## src/rtl/alu_ctrl_decode.sv

```systemverilog
// alu_ctrl_decode: registered ID->EX decode stage for the 5-stage MIPS pipeline.
// Turns one 32-bit MIPS instruction per accepted transfer into the ALU control
// word (op code, operand selects, extended immediate, write-back controls) and
// holds it in a single-entry output register behind a valid/ready handshake,
// with stall back-pressure and a highest-priority flush.
module alu_ctrl_decode #(
  parameter logic [31:0] RESET_PC = 32'h0000_3000
) (
  input  logic        clk,
  input  logic        rst_n,
  input  logic        in_valid,
  output logic        in_ready,
  input  logic [31:0] in_instr,
  input  logic [31:0] in_pc,
  input  logic        flush,
  output logic        out_valid,
  input  logic        out_ready,
  output logic [3:0]  out_alu_op,
  output logic        out_a_sel,
  output logic        out_b_sel,
  output logic [31:0] out_imm32,
  output logic [4:0]  out_rs,
  output logic [4:0]  out_rt,
  output logic [4:0]  out_rd,
  output logic        out_reg_we,
  output logic        out_ovf_chk,
  output logic        out_illegal,
  output logic [31:0] out_pc
);

  // ALU operation codes; this map is shared with the EX stage and must not move.
  typedef enum logic [3:0] {
    ALU_ADD    = 4'h0,
    ALU_SUB    = 4'h1,
    ALU_AND    = 4'h2,
    ALU_OR     = 4'h3,
    ALU_SRL    = 4'h4,
    ALU_SRA    = 4'h5,
    ALU_SLL    = 4'h6,
    ALU_SLT    = 4'h7,
    ALU_SLTU   = 4'h8,
    ALU_NOR    = 4'h9,
    ALU_XOR    = 4'hA,
    ALU_PASS_A = 4'hB,
    ALU_PASS_B = 4'hC
  } alu_op_e;

  // Everything the EX stage needs about one instruction.
  typedef struct packed {
    alu_op_e     alu_op;
    logic        a_sel;
    logic        b_sel;
    logic [31:0] imm32;
    logic [4:0]  rs;
    logic [4:0]  rt;
    logic [4:0]  rd;
    logic        reg_we;
    logic        ovf_chk;
    logic        illegal;
    logic [31:0] pc;
  } ctrl_t;

  // Instruction fields.
  logic [5:0]  opcode;
  logic [4:0]  f_rs;
  logic [4:0]  f_rt;
  logic [4:0]  f_rd;
  logic [4:0]  f_shamt;
  logic [5:0]  f_funct;
  logic [15:0] f_imm16;

  assign opcode  = in_instr[31:26];
  assign f_rs    = in_instr[25:21];
  assign f_rt    = in_instr[20:16];
  assign f_rd    = in_instr[15:11];
  assign f_shamt = in_instr[10:6];
  assign f_funct = in_instr[5:0];
  assign f_imm16 = in_instr[15:0];

  ctrl_t ctrl_d;
  ctrl_t ctrl_q;
  logic  valid_d;
  logic  valid_q;
  logic  load;

  // Combinational decode of the incoming instruction into a control word.
  always_comb begin
    // NOTE: every field gets a default before the case so no path leaves a
    // field unassigned, which would otherwise infer a latch.
    ctrl_d         = '0;
    ctrl_d.alu_op  = ALU_ADD;
    ctrl_d.imm32   = {{16{f_imm16[15]}}, f_imm16};
    ctrl_d.rs      = f_rs;
    ctrl_d.rt      = f_rt;
    ctrl_d.rd      = f_rt;
    ctrl_d.pc      = in_pc;

    case (opcode)
      6'h00: begin
        // R-type: destination is rd; imm32 carries the zero-extended shamt so
        // EX can source operand A from it on immediate shifts.
        ctrl_d.imm32  = {27'd0, f_shamt};
        ctrl_d.rd     = f_rd;
        ctrl_d.reg_we = 1'b1;
        case (f_funct)
          6'h20: begin ctrl_d.alu_op = ALU_ADD; ctrl_d.ovf_chk = 1'b1; end
          6'h21: ctrl_d.alu_op = ALU_ADD;
          6'h22: begin ctrl_d.alu_op = ALU_SUB; ctrl_d.ovf_chk = 1'b1; end
          6'h23: ctrl_d.alu_op = ALU_SUB;
          6'h24: ctrl_d.alu_op = ALU_AND;
          6'h25: ctrl_d.alu_op = ALU_OR;
          6'h26: ctrl_d.alu_op = ALU_XOR;
          6'h27: ctrl_d.alu_op = ALU_NOR;
          6'h2A: ctrl_d.alu_op = ALU_SLT;
          6'h2B: ctrl_d.alu_op = ALU_SLTU;
          6'h00: begin ctrl_d.alu_op = ALU_SLL; ctrl_d.a_sel = 1'b1; end
          6'h02: begin ctrl_d.alu_op = ALU_SRL; ctrl_d.a_sel = 1'b1; end
          6'h03: begin ctrl_d.alu_op = ALU_SRA; ctrl_d.a_sel = 1'b1; end
          6'h04: ctrl_d.alu_op = ALU_SLL;
          6'h06: ctrl_d.alu_op = ALU_SRL;
          6'h07: ctrl_d.alu_op = ALU_SRA;
          6'h08: begin ctrl_d.alu_op = ALU_PASS_A; ctrl_d.reg_we = 1'b0; end
          default: begin ctrl_d.illegal = 1'b1; ctrl_d.reg_we = 1'b0; end
        endcase
      end
      6'h08: begin
        ctrl_d.alu_op = ALU_ADD; ctrl_d.b_sel = 1'b1;
        ctrl_d.reg_we = 1'b1;    ctrl_d.ovf_chk = 1'b1;
      end
      6'h09: begin ctrl_d.alu_op = ALU_ADD;  ctrl_d.b_sel = 1'b1; ctrl_d.reg_we = 1'b1; end
      6'h0A: begin ctrl_d.alu_op = ALU_SLT;  ctrl_d.b_sel = 1'b1; ctrl_d.reg_we = 1'b1; end
      6'h0B: begin ctrl_d.alu_op = ALU_SLTU; ctrl_d.b_sel = 1'b1; ctrl_d.reg_we = 1'b1; end
      6'h0C: begin
        ctrl_d.alu_op = ALU_AND; ctrl_d.b_sel = 1'b1; ctrl_d.reg_we = 1'b1;
        ctrl_d.imm32  = {16'h0000, f_imm16};
      end
      6'h0D: begin
        ctrl_d.alu_op = ALU_OR;  ctrl_d.b_sel = 1'b1; ctrl_d.reg_we = 1'b1;
        ctrl_d.imm32  = {16'h0000, f_imm16};
      end
      6'h0E: begin
        ctrl_d.alu_op = ALU_XOR; ctrl_d.b_sel = 1'b1; ctrl_d.reg_we = 1'b1;
        ctrl_d.imm32  = {16'h0000, f_imm16};
      end
      6'h0F: begin
        ctrl_d.alu_op = ALU_PASS_B; ctrl_d.b_sel = 1'b1; ctrl_d.reg_we = 1'b1;
        ctrl_d.imm32  = {f_imm16, 16'h0000};
      end
      6'h23: begin ctrl_d.alu_op = ALU_ADD; ctrl_d.b_sel = 1'b1; ctrl_d.reg_we = 1'b1; end
      6'h2B: begin ctrl_d.alu_op = ALU_ADD; ctrl_d.b_sel = 1'b1; end
      // Branch compare: rs - rt, result only feeds the zero flag.
      6'h04, 6'h05: ctrl_d.alu_op = ALU_SUB;
      default: ctrl_d.illegal = 1'b1;
    endcase
  end

  // Handshake: accept when the holding register is empty or draining this cycle.
  assign in_ready = !valid_q || out_ready;
  assign load     = in_valid && in_ready && !flush;

  // Output-valid next state: flush wins, then a new transfer, then a drain.
  always_comb begin
    valid_d = valid_q;
    if (flush)          valid_d = 1'b0;
    else if (load)      valid_d = 1'b1;
    else if (out_ready) valid_d = 1'b0;
  end

  // Output register: valid bit plus the held control word.
  always_ff @(posedge clk or negedge rst_n) begin
    // NOTE: sequential state is written with <= only so every register samples
    // pre-edge values regardless of statement order.
    if (!rst_n) begin
      valid_q   <= 1'b0;
      // NOTE: the payload is reset too (not just valid) so EX sees a defined
      // word and out_pc shows RESET_PC straight out of reset.
      ctrl_q    <= '0;
      ctrl_q.pc <= RESET_PC;
    end else begin
      valid_q <= valid_d;
      if (load) ctrl_q <= ctrl_d;
    end
  end

  assign out_valid   = valid_q;
  assign out_alu_op  = ctrl_q.alu_op;
  assign out_a_sel   = ctrl_q.a_sel;
  assign out_b_sel   = ctrl_q.b_sel;
  assign out_imm32   = ctrl_q.imm32;
  assign out_rs      = ctrl_q.rs;
  assign out_rt      = ctrl_q.rt;
  assign out_rd      = ctrl_q.rd;
  assign out_reg_we  = ctrl_q.reg_we;
  assign out_ovf_chk = ctrl_q.ovf_chk;
  assign out_illegal = ctrl_q.illegal;
  assign out_pc      = ctrl_q.pc;

endmodule

```

## config.mk

```make
export PLATFORM = sky130hd
export DESIGN_NAME = alu_ctrl_decode
export DESIGN_NICKNAME = d
export VERILOG_FILES = /design/src/rtl/alu_ctrl_decode.sv
export SDC_FILE = /design/constraint.sdc
export NUM_CORES = 1
export LEC_CHECK = 0
export ABC_AREA = 0
export CAP_MARGIN = 10
export CORE_UTILIZATION = 30
export CTS_BUF_LIST = sky130_fd_sc_hd__clkbuf_8
export DETAILED_ROUTE_END_ITERATION = 10
export MAX_ROUTING_LAYER = met4
export SLEW_MARGIN = 0
export SYNTH_ARGS = -nofsm -noshare
export SYNTH_HDL_FRONTEND = slang
export SYNTH_SLANG_ARGS = --single-unit
```

## constraint.sdc

```tcl
create_clock -name clk -period 4.1 [get_ports clk]
set_input_delay 1.025 -clock clk [delete_from_list [all_inputs] [get_ports clk]]
set_output_delay 1.025 -clock clk [all_outputs]
set_load 0.02 [all_outputs]
```

# Yosys cells after proc, flatten, opt, wreduce, memory -nomap -nowiden

Index checks and enable logic that the tools add are counted.

Register bits: 89
Input bits: 69
Output and inout bits: 90
Word-level logic and storage cells: 77

Equality and inequality tests: 28
Mux-type cells: 16
Reduce and logical (&&, ||, !) cells: 21

Operators with widths:

| operator                                            | number |
|---|---|
| case mux 32 bit (3 select lines)                    | 1 |
| equality test 6 bit, second input constant          | 12 |
| equality test 6 x 4 -> 1 bit, second input constant | 9 |
| case mux 4 bit (11 select lines)                    | 1 |
| case mux 4 bit (8 select lines)                     | 1 |
| equality test 6 x 3 -> 1 bit, second input constant | 5 |
| OR reduction 17 bit                                 | 1 |
| OR reduction 16 bit                                 | 1 |
| equality test 6 x 2 -> 1 bit, second input constant | 2 |
| logical NOT 6 bit                                   | 2 |
| OR reduction 12 bit                                 | 1 |
| OR reduction 2 bit                                  | 6 |
| OR reduction 10 bit                                 | 1 |
| 2-to-1 mux 1 bit                                    | 9 |
| OR reduction 9 bit                                  | 1 |
| case mux 1 bit (2 select lines)                     | 3 |
| OR reduction 3 bit                                  | 2 |
| 2-to-1 mux 5 bit                                    | 1 |
| nonzero test 3 bit                                  | 1 |
| logical AND 1 bit                                   | 2 |
| logical NOT 1 bit                                   | 2 |
| logical OR 1 bit                                    | 1 |

# Depth between registers and ports, before layout

Gate-level depths: netlist of run 1.

Word-level depth: 6
Gate-level depth with buffers: 7
Gate-level depth less buffers: 5

# Worst setup path before layout of run 1

No wires, ideal clock.

Path type: in2reg
Start point: input port in_instr[26]
End point: register ctrl_q (netlist bit out_imm32[22])
Library setup time: 0.126 ns
Arrival time: 2.286 ns
Required time: 3.974 ns
Path slack: 1.688 ns
Cell stages on the path: 6
Path buffers: 2
Cell sequence: buf_6 or4_4 nor2_8 nor3_2 buf_6 a221o_1

Longest elaborated chain between the ends: 3
Elaborated cells on any way between the ends: 7
Those cells by class: eq/ne (4); mux (1); reduce/logical (2)

RTL lines:

| element                            | RTL line | source |
|---|---|---|
| from (decl)                        | 13       | `input logic [31:0] in_instr,` |
| equality test 6 x 4 -> 1 bit       | 98       | `case (opcode)` |
| OR reduction 3 bit (no line)       | n/a      |  |
| case mux 32 bit (3 select lines) * | 98       |  |
| to (signal assigned)               | 181      | `if (load) ctrl_q <= ctrl_d;` |
| to (decl)                          | 81       | `ctrl_t ctrl_q;` |

Mark *: on every way between the ends. The rest lies on a longest branch, timed or not.
A chain may end at the register's enable or synchronous reset.

# Worst setup path after layout of run 1

Start point: input port out_ready
End point: output port in_ready

Longest elaborated chain between the ends: 1

RTL lines:

| element          | RTL line | source |
|---|---|---|
| from (decl)      | 17       | `input logic out_ready,` |
| logical OR 1 bit | 158      | `assign in_ready = !valid_q \|\| out_ready;` |
| to (decl)        | 12       | `output logic in_ready,` |

No other way between the ends.

==> results of run 1 <==
worst max path at each step:
stage                                to  slack [ps]  depth (start not counted)
after floorplan           out_imm32[22]        1690                          6
after global placement         in_ready         700                          4
after detailed placement       in_ready         690                          4
after CTS                      in_ready         680                          4
after global routing           in_ready         610                          4
final                          in_ready         680                          4
cells in the final DEF (no fill, tap or decap), types with 2 or more instances in the layout:
| master | n |
|---|---|
| buf_12 | 2 |
| nor3b_1 | 2 |
| nor3b_2 | 2 |
| nand3_1 | 11 |
| buf_4 | 6 |
| clkdlybuf4s50_1 | 157 |
| nor3_1 | 5 |
| clkbuf_8 | 9 |
| nand2_1 | 164 |
| inv_6 | 3 |
| a221o_1 | 16 |
| o21ai_0 | 12 |
| nor3_2 | 2 |
| a21oi_1 | 7 |
| nor2b_1 | 6 |
| a21o_1 | 2 |
| mux2i_1 | 6 |
| inv_1 | 3 |
| and3_1 | 2 |
| o211ai_1 | 4 |
| a221oi_1 | 5 |
| a211oi_1 | 2 |
| dfstp_2 | 2 |
| nor2_1 | 19 |
| o2111ai_1 | 2 |
| dfrtp_1 | 87 |
final cells by class:
cell class	instances	area share
Clock inverter	7	0.00881
Inverter	2	0.00129
Clock buffer	9	0.0213
Sequential cell	89	0.383
Tap cell	172	0.0369
Timing Repair Buffer	165	0.284
Multi-Input combinational cell	292	0.264
synthesized netlist by cell type, drive strengths merged (2+ instances only):
master / n
nor2: 20
nand2: 164
nor3: 8
a21o: 2
nor2b: 6
dfstp: 2
dfrtp: 87
o2111ai: 2
mux2i: 6
o211ai: 4
buf: 12
a211oi: 2
nor3b: 4
o21ai: 12
inv: 2
nand3b: 2
a221o: 16
clkbuf: 17
nand4: 2
a21oi: 7
a221oi: 5
and3: 2
nand3: 11
power breakdown:
group	internal [mW]	switching [mW]
clock network	0.225	0.340
registers	1.00	0.0699
logic	0.346	0.365
total	1.57	0.775
through the flow:
stage	utilization	setup WS, ps	power (mW)
3_5_place_dp	0.446	685	1.81
2_1_floorplan	-	1690	1.40
4_1_cts	0.460	676	2.38
3_3_place_gp	0.446	700	1.79
5_1_grt	0.460	606	2.47
6_report	0.460	678	2.35
state kept, by name (all words and copies together) (netlist names):
name / cells
out_imm32: 32
out_a_sel: 1
out_rs: 5
out_rt: 5
out_pc: 32
out_ovf_chk: 1
out_valid: 1
out_alu_op: 4
out_illegal: 1
out_reg_we: 1
out_b_sel: 1
out_rd: 5
logic make-up (layout without fill, tap and decap cells):
kind of cell,count (synthesis),in the layout,share of synthesized area
AND/OR/NAND/NOR,225,225,0.255
multiplexers,6,6,0.0154
AO/OA/AOI/OAI,60,60,0.118
buffers and inverters,31,183,0.0372
XOR/XNOR,1,1,0.00225
flip-flops,89,89,0.572
metal layers:
layer	track usage	vias up	routed length, µm
met5	-	-	0
met4	0.0530	0	136
met3	0.0377	9	504
met2	0.280	91	5540
met1	0.239	1691	5310
li1	-	1689	-
tightest hold or removal path: cells and delay by family (launching register included):
kind,cells,cell delay [ps]
DFF,1,380
and+or+nand+nor,2,100
==> impl_metrics.tcl, run 1 <==
set metrics [dict create \
    cp_max_fo 4 \
    crit_start "out_ready" \
    cts_htree_levels 3 \
    die_area_um2 13500 \
    drtPass1Iterations 4 \
    cts_tree "built" \
    final_cells 736 \
    wirelength_mm 11.5 \
    endpoint_kind "output pin" \
    postCtsSetupBuffers 0 \
    fin_nets 628 \
    cp_num_buf_inv 3 \
    rsz0062_at_grt "no" \
    area_growth_syn_to_layout_pct 49.3 \
    n_antenna_cell 0 \
    design.core.area_um2 12700 \
    ff_latch_area_um2 2230 \
    cts_resized 0 \
    drtIter0Drc 201 \
    synth_area_leaders "dfrtp_1 (56%), nand2_1 (16%), a221o_1 (4.1%)" \
    vias 3480 \
    worstPathArrival_ps 2400 \
    crit_chain "clkdlybuf4s50_1 -> nor2b_1 -> inv_1 -> clkdlybuf4s50_1" \
    cts_hold_buf 0 \
    synth_cells 412 \
    cp_top_family "buffers and inverters" \
    multi_input_comb_area_um2 1540 \
    synth-seq-area-share 0.572 \
    critical_path.slowest_cell "clkdlybuf4s50_1" \
    hpwl_mm 8.32 \
    ys_seq_elements 89 \
    rr_worst_depth 5 \
    syn_nets 481 \
    fp.dieW_um 116 \
    drv_slew 0 \
    r2r_setup_slack_ps 2100 \
    initial_core_util 0.308 \
    hp-start "out_pc[12]" \
    insertion_delay_ps 370 \
    row_count 41 \
    synth_area_um2 3900 \
    clockBufferDepth 2 \
    grt_pass1_wl_mm 17.8 \
    clock_sinks 89 \
    synth.avg_cell_area_um2 9.47 \
    finalSetupTns_ps 0 \
    r2r_start "out_valid" \
    cp_common_cell "clkdlybuf4s50_1" \
    ir_drop_v 0.000180 \
    max_cap_violations 0 \
    track_usage 0.181 \
    cpPeakStageDelay_ps 560 \
    final_area_um2 5820 \
    regToRegEndpoint "out_imm32[30]" \
    antenna_found_initial 0 \
    ys.flop_type "dfrtp_1" \
    worstHoldPathCells 2 \
    p_leak_nw 2.60 \
    hold_violations 0 \
    critPathLaunchType "input port" \
    port_buffers 158 \
    yosysTopAreaCell "dfrtp_1" \
    wl_per_cell_um 15.6 \
    status "complete, no violations" \
    fillers 1249 \
    fin_skew_ps 9.62 \
    gp_congestion 0.826 \
    die_h_um 116 \
    synth.distinct_cells 49 \
    drc 0 \
    async_reset_ff_frac 1.00 \
    setup_violations 0 \
    cellPowerDensity_nw_per_um2 403 \
    clk_pin_slew_ps 90 \
    cts_buffers 9 \
    drive_above_1_share 0.0638 \
    ios 159 \
    slew_headroom 0.280 \
    min_to "out_pc[12]" \
    vias_per_cell 4.73 \
    cts-root-buf "clkbuf_8" \
    netlist.area_leader.share 0.558 \
    grt_pass1_vias 3279 \
    placed_area_um2 5650 \
    hold_ws_ps 465 \
    grt_overflow 0 \
    max_freq_ghz 0.292 \
    final.period_utilization 0.835 \
    grt_max_degree 57 \
    finalCriticalPeriod_ps 3420 \
    path_class "in -> out" \
    synth_warnings 0 \
    synth_edf_count 0 \
    hold_class "reg -> reg" \
    tightest_slew_ps 1070 \
    required_ps 3070 \
    postRouteAntennaNets 0 \
    placedCellCount 720 \
]
Power figures use the tool's default switching activity.
==> run 2, diff against run 1 <==
Clock period 4.1 ns to 2.8 ns, I/O delays scaled along.
==> run 2 against run 1 <==
  * Clock skew is 2.3 ps higher
  * Worst setup slack got worse by 550 ps
  * Non-clock buffer count is 11 higher
  * Worst hold slack got worse by 130 ps
  * Combinational power grew 48%
  * Largest power group unchanged
  * Register-to-register slack worse by 1300 ps
  * Sequential share of layout area shrank 0.50 points
==> impl_metrics.tcl, run 2 (same netlist as run 1, synthesis figures left out) <==
set metrics [dict create \
    status "complete, no violations" \
    ir_drop_v 0.000202 \
    endpoint_kind "output pin" \
    switchingPower_mw 1.07 \
    power_mw 3.36 \
    slew_headroom 0.275 \
    worstPathArrival_ps 1970 \
    worst-path-stages 4 \
    critical_path.slowest_cell "clkdlybuf4s50_1" \
    cts_tree "built" \
    setup_violations 0 \
    rsz0062_at_grt "no" \
    pwr-share-seq 0.467 \
    cts_htree_levels 3 \
    cts-root-buf "clkbuf_8" \
    max_freq_ghz 0.375 \
    initial_core_util 0.308 \
    track_usage 0.178 \
    port_buffers 158 \
    rr_worst_depth 5 \
    grt_max_degree 97 \
    insertion_delay_ps 350 \
    placedCellCount 731 \
    swShare 0.319 \
    die_h_um 116 \
    grt_overflow 0 \
    wl_per_cell_um 15.3 \
    p_leak_nw 2.67 \
    antenna_found_initial 0 \
    clock_sinks 89 \
    cts_resized 0 \
    design.core.area_um2 12700 \
    fp.dieW_um 116 \
    final_area_um2 5900 \
    hold_violations 0 \
    crit_chain "clkdlybuf4s50_1 -> nor2b_2 -> inv_1 -> clkdlybuf4s50_1" \
    final.period_utilization 0.953 \
    drv_slew 0 \
    cts_buffers 9 \
    grt_pass1_vias 3339 \
    fin_nets 639 \
    hold_class "in -> async" \
    cp_top_family "buffers and inverters" \
    r2r_setup_slack_ps 830 \
    cts_hold_buf 0 \
    n_antenna_cell 0 \
    finalSetupTns_ps 0 \
    max_cap_violations 0 \
    internal-power_mw 2.29 \
    clock_power_share 0.220 \
    placed_area_um2 5740 \
    fillers 1246 \
    vias 3517 \
    die_area_um2 13500 \
    drc 0 \
    cp_common_cell "clkdlybuf4s50_1" \
    postCtsSetupBuffers 0 \
    hpwl_mm 8.16 \
    power_frac_comb 0.313 \
    finalCriticalPeriod_ps 2670 \
    required_ps 2100 \
    drtIter0Drc 212 \
    clk_pin_slew_ps 90 \
    drive_above_1_share 0.0784 \
    ios 159 \
    hold_ws_ps 331 \
    layout_common_cells "nand2_1 (164), clkdlybuf4s50_1 (157), dfrtp_1 (87)" \
    path_class "in -> out" \
    critPathLaunchType "input port" \
    drtPass1Iterations 5 \
    postRouteAntennaNets 0 \
    final_common_cell "nand2_1" \
    cellPowerDensity_nw_per_um2 570 \
    row_count 41 \
    cpPeakStageDelay_ps 550 \
    grt_pass1_wl_mm 17.6 \
    gp_congestion 0.763 \
    fin_skew_ps 11.9 \
    cp_num_buf_inv 3 \
    cp_max_fo 4 \
    tightest_slew_ps 1080 \
    vias_per_cell 4.71 \
    final_util 0.466 \
    area_growth_syn_to_layout_pct 51.3 \
    wirelength_mm 11.4 \
    finalWorstSetupSlack_ps 132 \
    dp_slack_ps 51.9 \
    final_cells 746 \
    clockBufferDepth 2 \
]
[run 2: cell types whose count changed in the layout (fill, tap and decap cells not counted)]
| cell | delta |
|---|---|
| nor2b_1 | -1 |
| inv_6 | -3 |
| clkinvlp_4 | -1 |
| buf_4 | +10 |
| clkinv_2 | +1 |
| buf_12 | +1 |
| inv_1 | +2 |
| nor2b_2 | +1 |
[run 2: area by class of cell]
| cell class | instances | area [µm²] | area share |
|---|---|---|---|
| timing repair buffer | 176 | 1750 | 0.297 |
| multi-input combinational | 292 | 1540 | 0.261 |
| inverter | 2 | 7.51 | 0.00127 |
| clock buffer | 9 | 124 | 0.0210 |
| sequential | 89 | 2230 | 0.378 |
| tap | 172 | 215 | 0.0365 |
| clock inverter | 6 | 30.0 | 0.00509 |
[run 2: path summary, 6_finish.rpt]
| check | from | end |
|---|---|---|
| worst max-delay path | out_ready | in_ready |
| worst min-delay path | rst_n | out_rs[3] |
| worst max register to register | out_valid | out_imm32[21] |
| worst min register to register | out_pc[13] | out_pc[13] |
| max in group asynchronous | rst_n | out_pc[13] |
| min in group clk | out_pc[13] | out_pc[13] |
[run 2: metal layers]
metal | vias to the layer above | global-route usage | share of wire
li1 | 1709 | - | -
met1 | 1692 | 0.236 | 0.45
met2 | 107 | 0.277 | 0.48
met3 | 9 | 0.0319 | 0.053
met4 | 0 | 0.0530 | 0.012
met5 | - | - | 0
[run 2: power groups by stage]
stage	sequential (mW)	combinational [mW]	clock, mW
3_5_place_dp	1.60	1.06	0
6_report	1.57	1.05	0.741
4_1_cts	1.58	1.06	0.779
2_1_floorplan	1.81	0.239	0
3_3_place_gp	1.59	1.05	0
5_1_grt	1.60	1.13	0.837
==> patch (settings of run 2) <==
Set the parameter `RESET_PC` to 32'h00002000 (it was 32'h0000_3000).
--- a/src/rtl/alu_ctrl_decode.sv
+++ b/src/rtl/alu_ctrl_decode.sv
@@ -4,7 +4,7 @@
 // holds it in a single-entry output register behind a valid/ready handshake,
 // with stall back-pressure and a highest-priority flush.
 module alu_ctrl_decode #(
-  parameter logic [31:0] RESET_PC = 32'h0000_3000
+  parameter logic [31:0] RESET_PC = 32'h00002000
 ) (
   input  logic        clk,
   input  logic        rst_n,
Check against the original RTL: not equivalent (Yosys sat finds a counterexample within 4 cycles, from zero or initial values and one cycle with rst_n low).
==> patch against run 2 <==
Critical endpoint unchanged; count of clock-buffer cells in the layout is 1 higher; total power is 4.1% higher; global-route usage is 0.12 points lower; wire length is 1.4% lower; clock power is 20% higher; worst setup slack worse by 0.091 ns; highest routed layer unchanged; core utilization is 0.36 points higher; sequential cell count stayed put; sequential share of layout area is 0.31 points lower; clock skew is 0.0046 ns lower; via count is 0.51% lower; final area is 0.76% higher; area after synthesis hardly changed.
==> patch: results (changes against run 2) <==
[final_layout]
drive_above_1_share=0.08000  ; was 0.07840
n_all_buffers=177  ; was 176
fillers=1207  ; was 1246
final_cell_area_mm2=0.005946  ; was 0.005901 mm²
buf_share=0.2959  ; was 0.2969
clock_buffers=10  ; was 9
clk_share=0.03283  ; was 0.02608
layout.cells.non_filler=747  ; was 746
multi_input_area_mm2=0.001540  ; was 0.001543 mm²

[pwr]
p_sw_frac=0.3112  ; was 0.3193
ir_drop_uv=225.6  ; was 201.7 µV
p_leak_nw=2.676  ; was 2.667 nW
power.net_switching_mw=1.090  ; was 1.074 mW
clock_power_mw=0.886  ; was 0.741 mW

[routing]
wire_per_inst_um=15.03  ; was 15.27 µm
firstDrtPassIters=4  ; was 5
vias=3499  ; was 3517

[yosys]
avgSynthCellArea_um2=9.466  ; was 9.469 µm²
yosys-top-cells-area=dfrtp_1, nand2_1, a221o_1  ; unchanged
ys_seq_area_frac=0.5714  ; was 0.5715

[worst_setup_path]
r2r_end=out_imm32[16]  ; was out_imm32[21]
crit_arrival_ns=2.06  ; was 1.97 ns
cp_slowest_stage_delay_ns=0.57  ; was 0.55 ns

[global_routing]
use_met1=0.2384  ; was 0.2359
grt_pass1_vias=3328  ; was 3339
grt_use_total=0.1765  ; was 0.1777
grt_max_degree=76  ; was 97
grt_pass1_wl_mm=17.55  ; was 17.64 mm
use_met3=0.02877  ; was 0.03190

[timing]
worstMarginPinSlew_ns=1.108  ; was 1.082 ns
period_needed_ns=2.759  ; was 2.668 ns
finalClockSkew_ns=0.007302  ; was 0.01188 ns
worst_hold_slack_ns=0.3968  ; was 0.3307 ns

[place]
place.gp.congestion=0.8744  ; was 0.7626
pre_cts_ws_ns=0.04045  ; was 0.05186 ns
place_inst=732  ; was 731
dp_hpwl_mm=8.026  ; was 8.162 mm

[clocking]
postCtsSetupBuffers=0  ; unchanged

[status]
run_status=complete, no violations  ; unchanged

[patch: cell types whose count changed in the layout (fill, tap and decap cells not counted), sizes merged]
| cell | run 2 | this run |
|---|---|---|
| dfstp | 2 | 1 |
| clkbuf | 9 | 10 |
| clkinv | 3 | 1 |
| bufinv | 0 | 1 |
| clkinvlp | 0 | 2 |
| buf | 19 | 20 |
| dfrtp | 87 | 88 |
| inv | 5 | 3 |
[patch: kinds of logic (layout without fill, tap and decap cells)]
family | Yosys count | in the layout | synth area share
muxes | 6 | 6 | 0.01540
buffers and inverters | 31 | 194 | 0.03722
xor gates and xnor gates | 1 | 1 | 0.002246
DFF | 89 | 89 | 0.5714
AOI/OAI and AO/OA | 60 | 60 | 0.1184
and+or+nand+nor | 225 | 225 | 0.2554
[patch: routing by layer]
layer,wire [µm],part of all wire,vias to the layer above
li1,-,-,1711
met1,5365,0.48,1685
met2,5238,0.47,89
met3,395,0.035,14
met4,227,0.020,0
met5,0,0,-
